`config.mk`:
```
export PLATFORM = sky130hd
export DESIGN_NAME = version_info_arbiter
export DESIGN_NICKNAME = d
export VERILOG_FILES = /design/src/rtl/version_info_pkg.sv /design/src/rtl/version_info_arbiter_rr.sv /design/src/rtl/version_info_arbiter.sv
export SDC_FILE = /design/constraint.sdc
export NUM_CORES = 1
export LEC_CHECK = 0
export ABC_AREA = 1
export BUFFER_PORTS_ARGS = -buffer_cell sky130_fd_sc_hd__buf_2
export CAP_MARGIN = 25
export CORE_MARGIN = 2
export CORE_UTILIZATION = 50
export CTS_BUF_LIST = sky130_fd_sc_hd__clkbuf_16
export DETAILED_ROUTE_END_ITERATION = 16
export PLACE_DENSITY = 0.69
export SLEW_MARGIN = 20
export SYNTH_ARGS = -nofsm -noshare
export SYNTH_HDL_FRONTEND = slang
export SYNTH_SLANG_ARGS = --single-unit
```
`constraint.sdc`:
```
create_clock -name clk -period 16.2 [get_ports clk]
set_input_delay 3.24 -clock clk [delete_from_list [all_inputs] [get_ports clk]]
set_output_delay 3.24 -clock clk [all_outputs]
set_load 0.03 [all_outputs]
```
`src/rtl/version_info_pkg.sv`:
```
// Shared types and constants for the version/USR_ACCESS capture and read arbiter.
package version_info_pkg;

    typedef enum logic [1:0] {
        S_SYNC = 2'd0,
        S_QUAL = 2'd1,
        S_LOCK = 2'd2
    } state_t;

    localparam logic [1:0] ADDR_VER_LO = 2'd0;
    localparam logic [1:0] ADDR_VER_HI = 2'd1;
    localparam logic [1:0] ADDR_USR    = 2'd2;
    localparam logic [1:0] ADDR_STATUS = 2'd3;

    localparam int ST_READY_BIT = 31;
    localparam int ST_RETRY_LSB = 8;
    localparam int ST_STATE_LSB = 0;

    function automatic logic [31:0] pack_status(input logic rdy, input logic [7:0] retry,
                                                input state_t st);
        logic [31:0] s;
        s = '0;
        s[ST_READY_BIT]                  = rdy;
        s[ST_RETRY_LSB +: 8]             = retry;
        s[ST_STATE_LSB +: 2]             = st;
        return s;
    endfunction

endpackage

```
`src/rtl/version_info_arbiter_rr.sv`:
```
// Combinational round-robin pick: first eligible requester at or after ptr.
module rr_arbiter #(
    parameter int N  = 4,
    parameter int PW = (N > 1) ? $clog2(N) : 1
) (
    input  logic [N-1:0]  eligible,
    input  logic [PW-1:0] ptr,
    output logic [N-1:0]  winner,
    output logic [PW-1:0] next_ptr,
    output logic          any
);
    always_comb begin
        int idx;
        winner   = '0;
        next_ptr = ptr;
        any      = 1'b0;
        idx      = 0;
        for (int i = 0; i < N; i++) begin
            idx = int'(ptr) + i;
            if (idx >= N) idx = idx - N;
            if (!any && eligible[idx]) begin
                any         = 1'b1;
                winner[idx] = 1'b1;
                next_ptr    = (idx == N - 1) ? '0 : PW'(idx + 1);
            end
        end
    end
endmodule

```
`src/rtl/version_info_arbiter.sv`:
```
// Qualifies/latches build version and USR_ACCESS word, then serves them to
// NUM_REQ requesters through a registered round-robin read port.
module version_info_arbiter
    import version_info_pkg::*;
#(
    parameter int NUM_REQ    = 4,
    parameter int STABLE_CNT = 4
) (
    input  logic                   clk,
    input  logic                   rst,
    input  logic [63:0]            value_i,
    input  logic                   usr_datavalid_i,
    input  logic [31:0]            usr_data_i,
    input  logic [NUM_REQ-1:0]     req_i,
    input  logic [2*NUM_REQ-1:0]   req_addr_i,
    output logic [NUM_REQ-1:0]     gnt_o,
    output logic [NUM_REQ-1:0]     rsp_valid_o,
    output logic [31:0]            rsp_data_o,
    output logic                   ready_o
);
    localparam int PW = $clog2(NUM_REQ);

    logic        dv_meta, dv_s;
    state_t      state;
    logic [31:0] ref_word, usr_word;
    logic [63:0] ver;
    logic [3:0]  cnt;
    logic [7:0]  retry;

    always_ff @(posedge clk or posedge rst) begin
        if (rst) begin
            dv_meta <= 1'b0;
            dv_s    <= 1'b0;
        end else begin
            dv_meta <= usr_datavalid_i;
            dv_s    <= dv_meta;
        end
    end

    always_ff @(posedge clk or posedge rst) begin
        if (rst) begin
            state    <= S_SYNC;
            ref_word <= '0;
            usr_word <= '0;
            ver      <= '0;
            cnt      <= '0;
            retry    <= '0;
            ready_o  <= 1'b0;
        end else begin
            case (state)
                S_SYNC: if (dv_s) begin
                    state    <= S_QUAL;
                    ref_word <= usr_data_i;
                    cnt      <= 4'd1;
                end
                S_QUAL: begin
                    if (!dv_s) begin
                        state <= S_SYNC;
                    end else if (usr_data_i == ref_word) begin
                        cnt <= cnt + 4'd1;
                        if (cnt + 4'd1 == 4'(STABLE_CNT)) begin
                            state    <= S_LOCK;
                            usr_word <= ref_word;
                            ver      <= value_i;
                            ready_o  <= 1'b1;
                        end
                    end else begin
                        ref_word <= usr_data_i;
                        cnt      <= 4'd1;
                        if (retry != 8'hFF) retry <= retry + 8'd1;
                    end
                end
                default: ready_o <= 1'b1;  // locked until reset
            endcase
        end
    end

    // Masking by the current grant stops a held request from winning twice in a row.
    logic [NUM_REQ-1:0] eligible, winner;
    logic [PW-1:0]      ptr, next_ptr;
    logic               any;
    logic [1:0]         win_addr, addr_q;

    assign eligible = ready_o ? (req_i & ~gnt_o) : '0;

    rr_arbiter #(.N(NUM_REQ), .PW(PW)) u_rr (
        .eligible (eligible),
        .ptr      (ptr),
        .winner   (winner),
        .next_ptr (next_ptr),
        .any      (any)
    );

    always_comb begin
        win_addr = '0;
        for (int k = 0; k < NUM_REQ; k++)
            if (winner[k]) win_addr = req_addr_i[2*k +: 2];
    end

    always_ff @(posedge clk or posedge rst) begin
        if (rst) begin
            gnt_o       <= '0;
            ptr         <= '0;
            addr_q      <= '0;
            rsp_valid_o <= '0;
            rsp_data_o  <= '0;
        end else begin
            gnt_o       <= winner;
            if (any) begin
                ptr    <= next_ptr;
                addr_q <= win_addr;
            end
            rsp_valid_o <= gnt_o;
            if (|gnt_o) begin
                case (addr_q)
                    ADDR_VER_LO: rsp_data_o <= ver[31:0];
                    ADDR_VER_HI: rsp_data_o <= ver[63:32];
                    ADDR_USR:    rsp_data_o <= usr_word;
                    default:     rsp_data_o <= pack_status(ready_o, retry, state);
                endcase
            end
        end
    end
endmodule

```
Word-level counts from Yosys, hierarchy flattened. Index checks and enable logic that the tools add are counted.

$add $sub $neg: 13. $lt $le $gt $ge: 12. Equality and inequality tests: 17. Multiplexer cells: 63. Bitwise operators: 7. Reductions and logical operators: 22.

Operators by type and width (number): $mux W32 (7); $eq A32 B3 Y1 const B (4); $ge A32 B1 Y1 const B (4); $lt A32 B4 Y1 const B (4); $ge A32 B4 Y1 const B (3); $pmux W32 S3 (1); $sub A32 B4 Y32 const B (3); $pmux W32 S2 (1); $eq A32 B32 Y1 (1); $mux W2 (16); $mux W4 (8); $reduce_and A4 Y1 (5); $mux W1 (19); $or A4 B4 Y4 (3); $ne A2 B2 Y1 const B (5); $add A2 B2 Y2 const B (4); $add A8 B1 Y8 const B (1); $bmux W1 S2 (4); $demux W1 S2 (4); $ne A8 B8 Y1 const B (1); $pmux W4 S2 (1); $logic_and A1 B1 Y1 (7); $add A2 B2 Y3 const B (2); $ne A3 B3 Y1 const B (2); 19 further kinds (24).

Flip-flop bits (word level): 189. Input bits: 111. Output and inout port bits: 41. Word-level logic and storage cells: 148.

Logic depth before layout (Yosys ltp). Gate-level depths: netlist of the first run.

Depth in word-level cells: 20. Depth in mapped cells: 17. Mapped depth without buffers: 16.

Hierarchy. From an unflattened synthesis of the first run, not the netlist that was laid out.

Cell total of the unflattened synthesis: 1187. Area total of the unflattened synthesis: 9636.7 um^2.

By module, submodules not included: version_info_arbiter (times used 1, cells an instance 1097, area an instance 9026.2 um^2, sequential area each 4729.5 um^2); rr_arbiter (times used 1, cells an instance 90, area an instance 610.6 um^2, sequential area each 0.0 um^2).

Worst setup path before layout of the first run. No wires, ideal clock.

Path type: in2reg. Start: input usr_data_i[20]. End: register ver[27]. Setup time: 117 ps. Arrival time: 4535 ps. Required time: 16083 ps. Setup slack: 11547 ps. Cell stages on the path: 11. Buffers on the path: 2. Cells stage by stage: xor2_1 nor4_1 nand2_1 nor2_1 nand2_1 inv_2 nand3_2 buf_6 buf_6 nand2_1 nand2_1.

Word-level cells in the longest chain between the ends: 2.

RTL lines: from (decl) (line version_info_arbiter.sv:13) `input logic [31:0] usr_data_i,`; $eq A32 B32 Y1 (line version_info_arbiter.sv:59) `end else if (usr_data_i == ref_word) begin`; $reduce_and A4 Y1 (no source line); to (signal assigned) (line version_info_arbiter.sv:64) `ver <= value_i;`; to (decl) (line version_info_arbiter.sv:26) `logic [63:0] ver;`.

No other way between the ends. A chain may end at the register's enable or synchronous reset.

Worst setup path in the final report of the first run.
Start: input usr_data_i[31]. End: register ref_word[27].

Word-level cells in the longest chain between the ends: 3.

RTL lines: $eq A32 B32 Y1 (line version_info_arbiter.sv:59); $ne A2 B2 Y1 (no source line); $reduce_and A4 Y1 (no source line); to (signal assigned) (line version_info_arbiter.sv:53) `ref_word <= usr_data_i;`; to (signal assigned) (line version_info_arbiter.sv:68) `ref_word <= usr_data_i;`; to (decl) (line version_info_arbiter.sv:25) `logic [31:0] ref_word, usr_word;`.

No other way between the ends.

==> results of run 1 <==
synthesized netlist by cell type:
library cell  number  area [sq um]
buf_6              5          56.3
a31oi_1            1          6.26
o21ai_1            1          5.00
ha_1              10           125
o211ai_1           5          37.5
a21oi_1            6          30.0
clkbuf_2           1          5.00
nor4b_2            1          15.0
o22ai_1            1          6.26
nor2_1            31           116
o21ai_0           47           235
nand3_2            1          10.0
or2_2              2          12.5
buf_1              1          3.75
nand3_1           75           375
nand2_1          440          1650
o2111ai_1          1          8.76
mux2_2            21           236
buf_2             15          75.1
nor3_1             2          10.0
nor4_1             6          37.5
buf_4              1          7.51
nor2_2             2          12.5
o221ai_1           1          8.76
dfrtp_1          189          4730
clkbuf_1          44           165
clkinv_1           1          3.75
a41oi_1            1          8.76
inv_2              2          7.51
xor2_1            25           219
xnor2_1            4          35.0
a21boi_0           1          7.51
nand4_1          108           676
inv_1             66           248
metrics by stage:
step / util / instance area (sq um) / hold WS [ns] / setup slack, ns
6_report: 0.592 / 10700 / 0.349 / 10.74
5_1_grt: 0.592 / 10700 / 0.359 / 10.44
4_1_cts: 0.591 / 10700 / 0.350 / 10.73
3_5_place_dp: 0.557 / 10000 / 0.336 / 10.30
3_3_place_gp: 0.555 / 10000 / 0.335 / 9.97
2_1_floorplan: - / 9190 / 0.331 / 7.82
final timing paths:
path | start | end | slack [ns] | cells after the start
setup / recovery | usr_data_i[31] | ref_word[27] | 10.74 | 8
hold / removal | dv_meta | dv_s | 0.35 | 0
setup reg to reg | ref_word[31] | ref_word[27] | 13.18 | 7
hold reg to reg | dv_meta | dv_s | 0.35 | 0
max in group asynchronous | rst | dv_s | 11.93 | 3
min in group asynchronous | rst | retry[5] | 2.91 | 2
kinds of logic (layout without fill, tap and decap cells):
logic type / Yosys count / in the layout
muxes: 21 / 21
adders and majority gates: 10 / 10
buffers and inverters: 136 / 261
DFF: 189 / 189
AOI/OAI and AO/OA: 65 / 65
and+or+nand+nor: 668 / 668
xor gates and xnor gates: 29 / 29
layer usage:
| layer | GRT usage | share of wire | vias up |
|---|---|---|---|
| met1 | 0.384 | 0.49 | 3908 |
| met3 | 0.0382 | 0.045 | 24 |
| li1 | - | - | 3906 |
| met2 | 0.360 | 0.45 | 237 |
| met5 | 0 | 0 | - |
| met4 | 0.0684 | 0.014 | 0 |
final cells by class:
class | count | area [sq um]
multi-input combinational | 793 | 3910
clock buffer | 17 | 425
fill | 1635 | 7350
tap | 229 | 287
sequential | 189 | 4730
timing repair buffer | 160 | 860
inverter | 69 | 267
clock inverter | 15 | 194
state kept, by name (all words and copies together) (netlist names):
register,count
dv_meta,1
cnt,4
gnt_o,4
rsp_data_o,32
dv_s,1
usr_word,32
rsp_valid_o,4
ver,64
addr_q,2
ready_o,1
retry,8
ptr,2
state,2
ref_word,32
worst max-delay path, stage by stage:
cell     delay (ns)
buf_2          0.11
xor2_1         0.14
nor4_1         0.32
nand2_1        0.10
nor2_1         0.18
nand3_1        0.63
nand2_2        0.85
o21ai_0        0.17
power by group through the flow:
stage | combinational, mW | clock [mW] | sequential, mW
finish | 0.376 | 0.443 | 0.547
CTS | 0.375 | 0.447 | 0.546
detailed placement | 0.373 | 0 | 0.555
global placement | 0.366 | 0 | 0.554
global route | 0.413 | 0.466 | 0.552
floorplan | 0.243 | 0 | 0.568
==> flow_summary.toml, run 1 <==
[run_status]
status = "finished clean"

[finish]
layout_common_cells = "nand2_1 (439), dfrtp_1 (188), buf_2 (151)"
syn_to_final_growth_pct = 16.2
diodes = 0
layout_commonest_cell = "nand2_1"
final_nets = 1351
drive_above_1_share = 0.181
fin_cells = 1472

[synth]
synth_fa_ha_area_frac = 0.0136
syn-cell-area_sq_um = 9190
muxShareOfSynthArea = 0.0257
avgSynthCellArea_sq_um = 8.22
syn_inst = 1118
yosysUniqueCellTypes = 34
yosys_register_bits = 189
synth-simple-area-share = 0.317
synth_compound_area_frac = 0.0385
synth_xor_area_frac = 0.0276
synth_top_family_by_area = "simple AND/OR/NAND/NOR gates"
ys_seq_area_frac = 0.515
yosysWarnings = 0
syn-num-nets = 1239

[clocking]
cts-root-buf = "clkbuf_16"
cts.clk_slew.worst_paths_ns = 0.07
cts_resized = 0
clk_latency_ns = 0.43
cts_tree = "yes"
cts_buffers = 17
cts_setup_buffers = 0
cts_sinks = 189
h-tree-depth = 4
clk_path_buf_depth = 2
hold_buffers = 0

[floorplan]
io_pins = 152
coreArea_sq_um = 18000
die_h_microns = 140
rows = 49
dieArea_sq_um = 19500
fp.dieW_microns = 140
initial_core_util = 0.510

[sta]
fin_skew_ns = 0.0104
worst_pin_slew_ns = 1.01
fmax_ghz = 0.183
setup_viol = 0
period_share = 0.337
rsz0062_at_grt = "no"
finalSetupTns_ns = 0
hold_viol_final = 0
slew_headroom = 0.328
slew_violations = 0
layout_min_cycle_time_ns = 5.46

[global_routing]
grt_pass1_vias = 7329
globalRoute.totalOverflow = 0
grt_util_all_layers = 0.247
grt_max_degree = 111
antenna_found_initial = 0
grt_pass1_wl_mm = 38.8

[pwr]
pwr-share-seq = 0.401
switchingPower_mw = 0.487
pwr-share-clk = 0.324
power_density_nw_per_um2 = 128
power_frac_comb = 0.275
p_leak_nw = 5.81
vdd_drop_max_uv = 226
p_sw_frac = 0.357
power_mw = 1.37
internal_power_mw = 0.879

[setup_path]
path_max_fanout = 43
end_kind = "register"
critical_path_class = "in -> reg"
required_ns = 16.48
arrival_ns = 5.75
critPathLaunchType = "primary input"

[placement]
port_buffers = 151
dp.cells = 1439
place.gp.congestion = 0.876
dpl.hpwl_mm = 16.0

[run]
max_cap_violations = 0

[detailed_routing]
vias_per_cell = 5.49
routed_wl_mm = 24.2
first_iter_violations = 661
vias = 8075
drc = 0
first_pass_iters = 5
antenna_left = 0
wl_per_cell_microns = 16.4

[worst_hold_path]
hp-class = "reg -> reg"
No activity file was read; power rests on OpenSTA's default activity.
==> inputs of run 2 (changes only) <==
==> constraint.sdc (replaced) <==
create_clock -name clk -period 5.4 [get_ports clk]
set_input_delay 1.08 -clock clk [delete_from_list [all_inputs] [get_ports clk]]
set_output_delay 1.08 -clock clk [all_outputs]
set_load 0.03 [all_outputs]
==> flow_summary.toml, run 2 (synthesis gave the netlist of run 1 again) <==
[setup_path]
arrival_ns = 3.54
path_max_fanout = 36
critical_path_class = "in -> reg"
end_kind = "register"
required_ns = 5.70
critPathLaunchType = "primary input"

[clocking]
hold_buffers = 0
cts_tree = "yes"
cts_setup_buffers = 0
cts_buffers = 17
cts_sinks = 189
cts_resized = 0
h-tree-depth = 4
clk_latency_ns = 0.44
clk_path_buf_depth = 2
cts-root-buf = "clkbuf_16"
cts.clk_slew.worst_paths_ns = 0.07

[finish]
syn_to_final_growth_pct = 15.9
layout_commonest_cell = "nand2_1"
n_fill_cell = 1654
layout_common_cells = "nand2_1 (440), dfrtp_1 (188), buf_2 (151)"
largest_reg_flops = 64
diodes = 0
drive_above_1_share = 0.178
top_register = "ver"
fin_cells = 1473
final_nets = 1352
fin_util = 0.591

[global_routing]
grt_max_degree = 190
antenna_found_initial = 0
grt_util_all_layers = 0.248
globalRoute.totalOverflow = 0
grt_pass1_wl_mm = 38.8
grt_pass1_vias = 7331

[worst_hold_path]
hp-class = "reg -> reg"

[sta]
period_share = 0.602
setup_viol = 0
hold_viol_final = 0
layout_min_cycle_time_ns = 3.25
holdWs_ns = 0.348
rsz0062_at_grt = "no"
finalSetupTns_ns = 0
slew_headroom = 0.337
slew_violations = 0
worst_pin_slew_ns = 0.994
fin_skew_ns = 0.0153
fmax_ghz = 0.308

[pwr]
power_mw = 4.00
power_density_nw_per_um2 = 376
p_leak_nw = 5.78
vdd_drop_max_uv = 768

[floorplan]
coreArea_sq_um = 18000
rows = 49
die_h_microns = 140
dieArea_sq_um = 19500
fp.dieW_microns = 140
initial_core_util = 0.510
io_pins = 152

[placement]
place.gp.congestion = 0.846
port_buffers = 151
dp.cells = 1440
dpl.hpwl_mm = 16.0

[detailed_routing]
routed_wl_mm = 24.0
wl_per_cell_microns = 16.3
vias_per_cell = 5.40
first_iter_violations = 758
antenna_left = 0
drc = 0
vias = 7950
first_pass_iters = 7

[run_status]
status = "finished clean"

[run]
max_cap_violations = 0
run 2: cell types whose count changed in the layout (fill, tap and decap cells not counted), sizes merged:
cell	delta
clkinvlp	+1
buf	+1
bufinv	-2
clkinv	+2
inv	-1
run 2: path summary, 6_finish.rpt:
check,end,cells after the start,slack [ns],from
setup / recovery,ref_word[3],9,2.15,usr_data_i[20]
hold / removal,dv_s,0,0.35,dv_meta
setup reg to reg,ref_word[3],8,2.41,ref_word[20]
hold reg to reg,dv_s,0,0.35,dv_meta
max in group asynchronous,ver[63],4,3.74,rst
min in group asynchronous,state[1],3,0.81,rst
run 2: critical path: stages:
cell and delay (ns):
buf_2 0.11, xor2_1 0.14, nor4_1 0.27, nand2_1 0.10, nor2_1 0.18, nand3_1 0.62
nand2_1 0.51, buf_4 0.38, o21ai_0 0.14
run 2: cell type report:
| type | count | area (sq um) | area share |
|---|---|---|---|
| timing repair buffer | 161 | 883 | 0.0830 |
| sequential | 189 | 4730 | 0.445 |
| clock buffer | 17 | 425 | 0.0400 |
| inverter | 69 | 263 | 0.0247 |
| multi-input combinational | 793 | 3910 | 0.367 |
| tap | 229 | 287 | 0.0269 |
| clock inverter | 15 | 144 | 0.0135 |
run 2: metrics by stage:
stage	worst slack (ns)	cell area (sq um)
floorplan	1.89	9190
global placement	1.82	10000
detailed placement	1.73	10000
CTS	2.18	10600
global route	1.90	10600
finish	2.15	10600
run 2: where the power goes:
| group | switching, mW | leakage (nW) | internal [mW] | total [mW] |
|---|---|---|---|---|
| clock | 0.555 | 0.278 | 0.680 | 1.23 |
| sequential | 0.126 | 2.55 | 1.52 | 1.64 |
| combinational | 0.777 | 2.96 | 0.345 | 1.12 |
| total | 1.46 | 5.78 | 2.54 | 4.00 |
run 2: routing by layer:
metal | part of all wire | global-route usage
met2 | 0.46 | 0.364
met5 | 0 | 0
met1 | 0.48 | 0.388
met4 | 0.011 | 0.0542
met3 | 0.046 | 0.0409
==> inputs of run 3 (changes only) <==
--- a/config.mk
+++ b/config.mk
@@ -12,7 +12,7 @@
 export CORE_UTILIZATION = 50
 export CTS_BUF_LIST = sky130_fd_sc_hd__clkbuf_16
 export DETAILED_ROUTE_END_ITERATION = 16
-export PLACE_DENSITY = 0.69
+export PLACE_DENSITY = 0.72
 export SLEW_MARGIN = 20
 export SYNTH_ARGS = -nofsm -noshare
 export SYNTH_HDL_FRONTEND = slang
==> constraint.sdc (replaced) <==
create_clock -name clk -period 2.9 [get_ports clk]
set_input_delay 0.58 -clock clk [delete_from_list [all_inputs] [get_ports clk]]
set_output_delay 0.58 -clock clk [all_outputs]
set_load 0.03 [all_outputs]
==> flow_summary.toml, run 3 (synthesis gave the netlist of run 1 again) <==
[finish]
drive_above_1_share = 0.186
multi_input_area_sq_um = 3900
fin_util = 0.594
final_nets = 1364
syn_to_final_growth_pct = 16.5
layout_common_cells = "nand2_1 (440), dfrtp_1 (188), buf_2 (151)"
largest_reg_flops = 64
fin_cells = 1484
fin_area_sq_um = 10700
diodes = 0
n_fill_cell = 1612
top_register = "ver"
seqCellArea_sq_um = 4730
layout_commonest_cell = "nand2_1"

[clocking]
clk_latency_ns = 0.44
cts_buffers = 17
hold_buffers = 0
clk_path_buf_depth = 2
cts.clk_slew.worst_paths_ns = 0.07
cts_sinks = 189
cts_resized = 0
h-tree-depth = 4
cts-root-buf = "clkbuf_16"
cts_setup_buffers = 0
cts_tree = "yes"

[global_routing]
antenna_found_initial = 0
globalRoute.totalOverflow = 0
grt_max_degree = 84
grt_util_all_layers = 0.246
grt_pass1_wl_mm = 38.3
grt_pass1_vias = 7458

[pwr]
switchingPower_mw = 2.67
vdd_drop_max_uv = 1180
pwr-share-seq = 0.413
internal_power_mw = 4.66
pwr-share-clk = 0.302
power_density_nw_per_um2 = 685
power_frac_comb = 0.285
p_leak_nw = 5.83
p_sw_frac = 0.364

[setup_path]
required_ns = 3.23
critPathLaunchType = "register"
arrival_ns = 2.67
rr_endpoint = "addr_q[0]"
end_kind = "register"
worst_r2r_path_depth = 13
slowest_stage = "dfrtp_1"
path_common_cell = "nand2_1"
path_max_fanout = 7
rrSetupSlack_ns = 0.56
crit_chain = "inv_1, ha_1, inv_1, nand3_1, nand2_1, nand3_1, nor2_1, nor2_1, nand2_1, a21oi_1, nand2_1, nand2_1, nand2_1"
slowest_delay_ns = 0.48
rr_startpoint = "ptr[1]"
critical_path_class = "reg -> reg"

[detailed_routing]
wl_per_cell_microns = 16.1
first_iter_violations = 760
routed_wl_mm = 23.8
first_pass_iters = 5
drc = 0
vias_per_cell = 5.40
vias = 8009
antenna_left = 0

[run]
max_cap_violations = 0

[sta]
fin_skew_ns = 0.00851
slew_headroom = 0.560
worst_pin_slew_ns = 0.659
fmax_ghz = 0.427
rsz0062_at_grt = "no"
finalSetupTns_ns = 0
hold_viol_final = 0
slew_violations = 0
layout_min_cycle_time_ns = 2.34
period_share = 0.808
holdWs_ns = 0.172
setup_viol = 0

[placement]
dp.cells = 1453
place.gp.congestion = 0.849
dpl.hpwl_mm = 16.9
placed_area_sq_um = 10200
port_buffers = 151

[floorplan]
dieArea_sq_um = 19500
fp.dieW_microns = 140
die_h_microns = 140
io_pins = 152
coreArea_sq_um = 18000
rows = 49
initial_core_util = 0.510

[run_status]
status = "finished clean"

[worst_hold_path]
hp-class = "in -> async"
[run 3: cell types whose count changed in the layout (fill, tap and decap cells not counted), sizes merged]
cell / before / now
buf: 161 / 173
bufinv: 2 / 1
clkinv: 8 / 9
clkinvlp: 3 / 2
[run 3: worst max-delay path by stage]
stage / depth (start not counted) / slack [ns] / endpoint / startpoint
after floorplan: 1 / -0.11 / addr_q[0] / rst
final: 13 / 0.56 / addr_q[0] / ptr[1]
after detailed placement: 12 / 0.33 / ver[33] / usr_data_i[19]
after global placement: 12 / 0.37 / ver[54] / usr_data_i[15]
after global routing: 14 / 0.24 / addr_q[1] / ptr[1]
after CTS: 10 / 0.56 / ver[50] / ref_word[15]
[run 3: through the flow]
stage	setup slack, ns	power, mW
floorplan	-0.114	4.53
global placement	0.373	5.15
detailed placement	0.330	5.17
CTS	0.561	7.38
global route	0.239	7.72
finish	0.557	7.33
[run 3: power groups by stage]
stage	combinational (mW)	sequential, mW	clock, mW
after floorplan	1.36	3.18	0
after global placement	2.09	3.07	0
after detailed placement	2.09	3.08	0
after CTS	2.10	3.03	2.25
after global routing	2.31	3.05	2.35
final	2.09	3.03	2.21
[run 3: metal layers]
layer / global-route usage / up-vias / routed length [microns]
li1: - / 3933 / -
met3: 0.0379 / 29 / 1230
met5: 0 / - / 0
met1: 0.379 / 3818 / 11500
met2: 0.359 / 229 / 10600
met4: 0.0826 / 0 / 500
[run 3: critical path: cells and delay by family, from the launching register on]
family / cells / cell delay, ns
AOI/OAI and AO/OA: 1 / 0.16
adders and majority gates: 1 / 0.40
buffers and inverters: 2 / 0.27
and+or+nand+nor: 9 / 0.92
DFF: 1 / 0.48
[run 3: cell type report]
cell class / count / share of cell area
Clock buffer: 17 / 0.0397
Inverter: 69 / 0.0245
Clock inverter: 14 / 0.0113
Multi-Input combinational cell: 793 / 0.365
Sequential cell: 189 / 0.442
Tap cell: 229 / 0.0268
Timing Repair Buffer: 173 / 0.0907
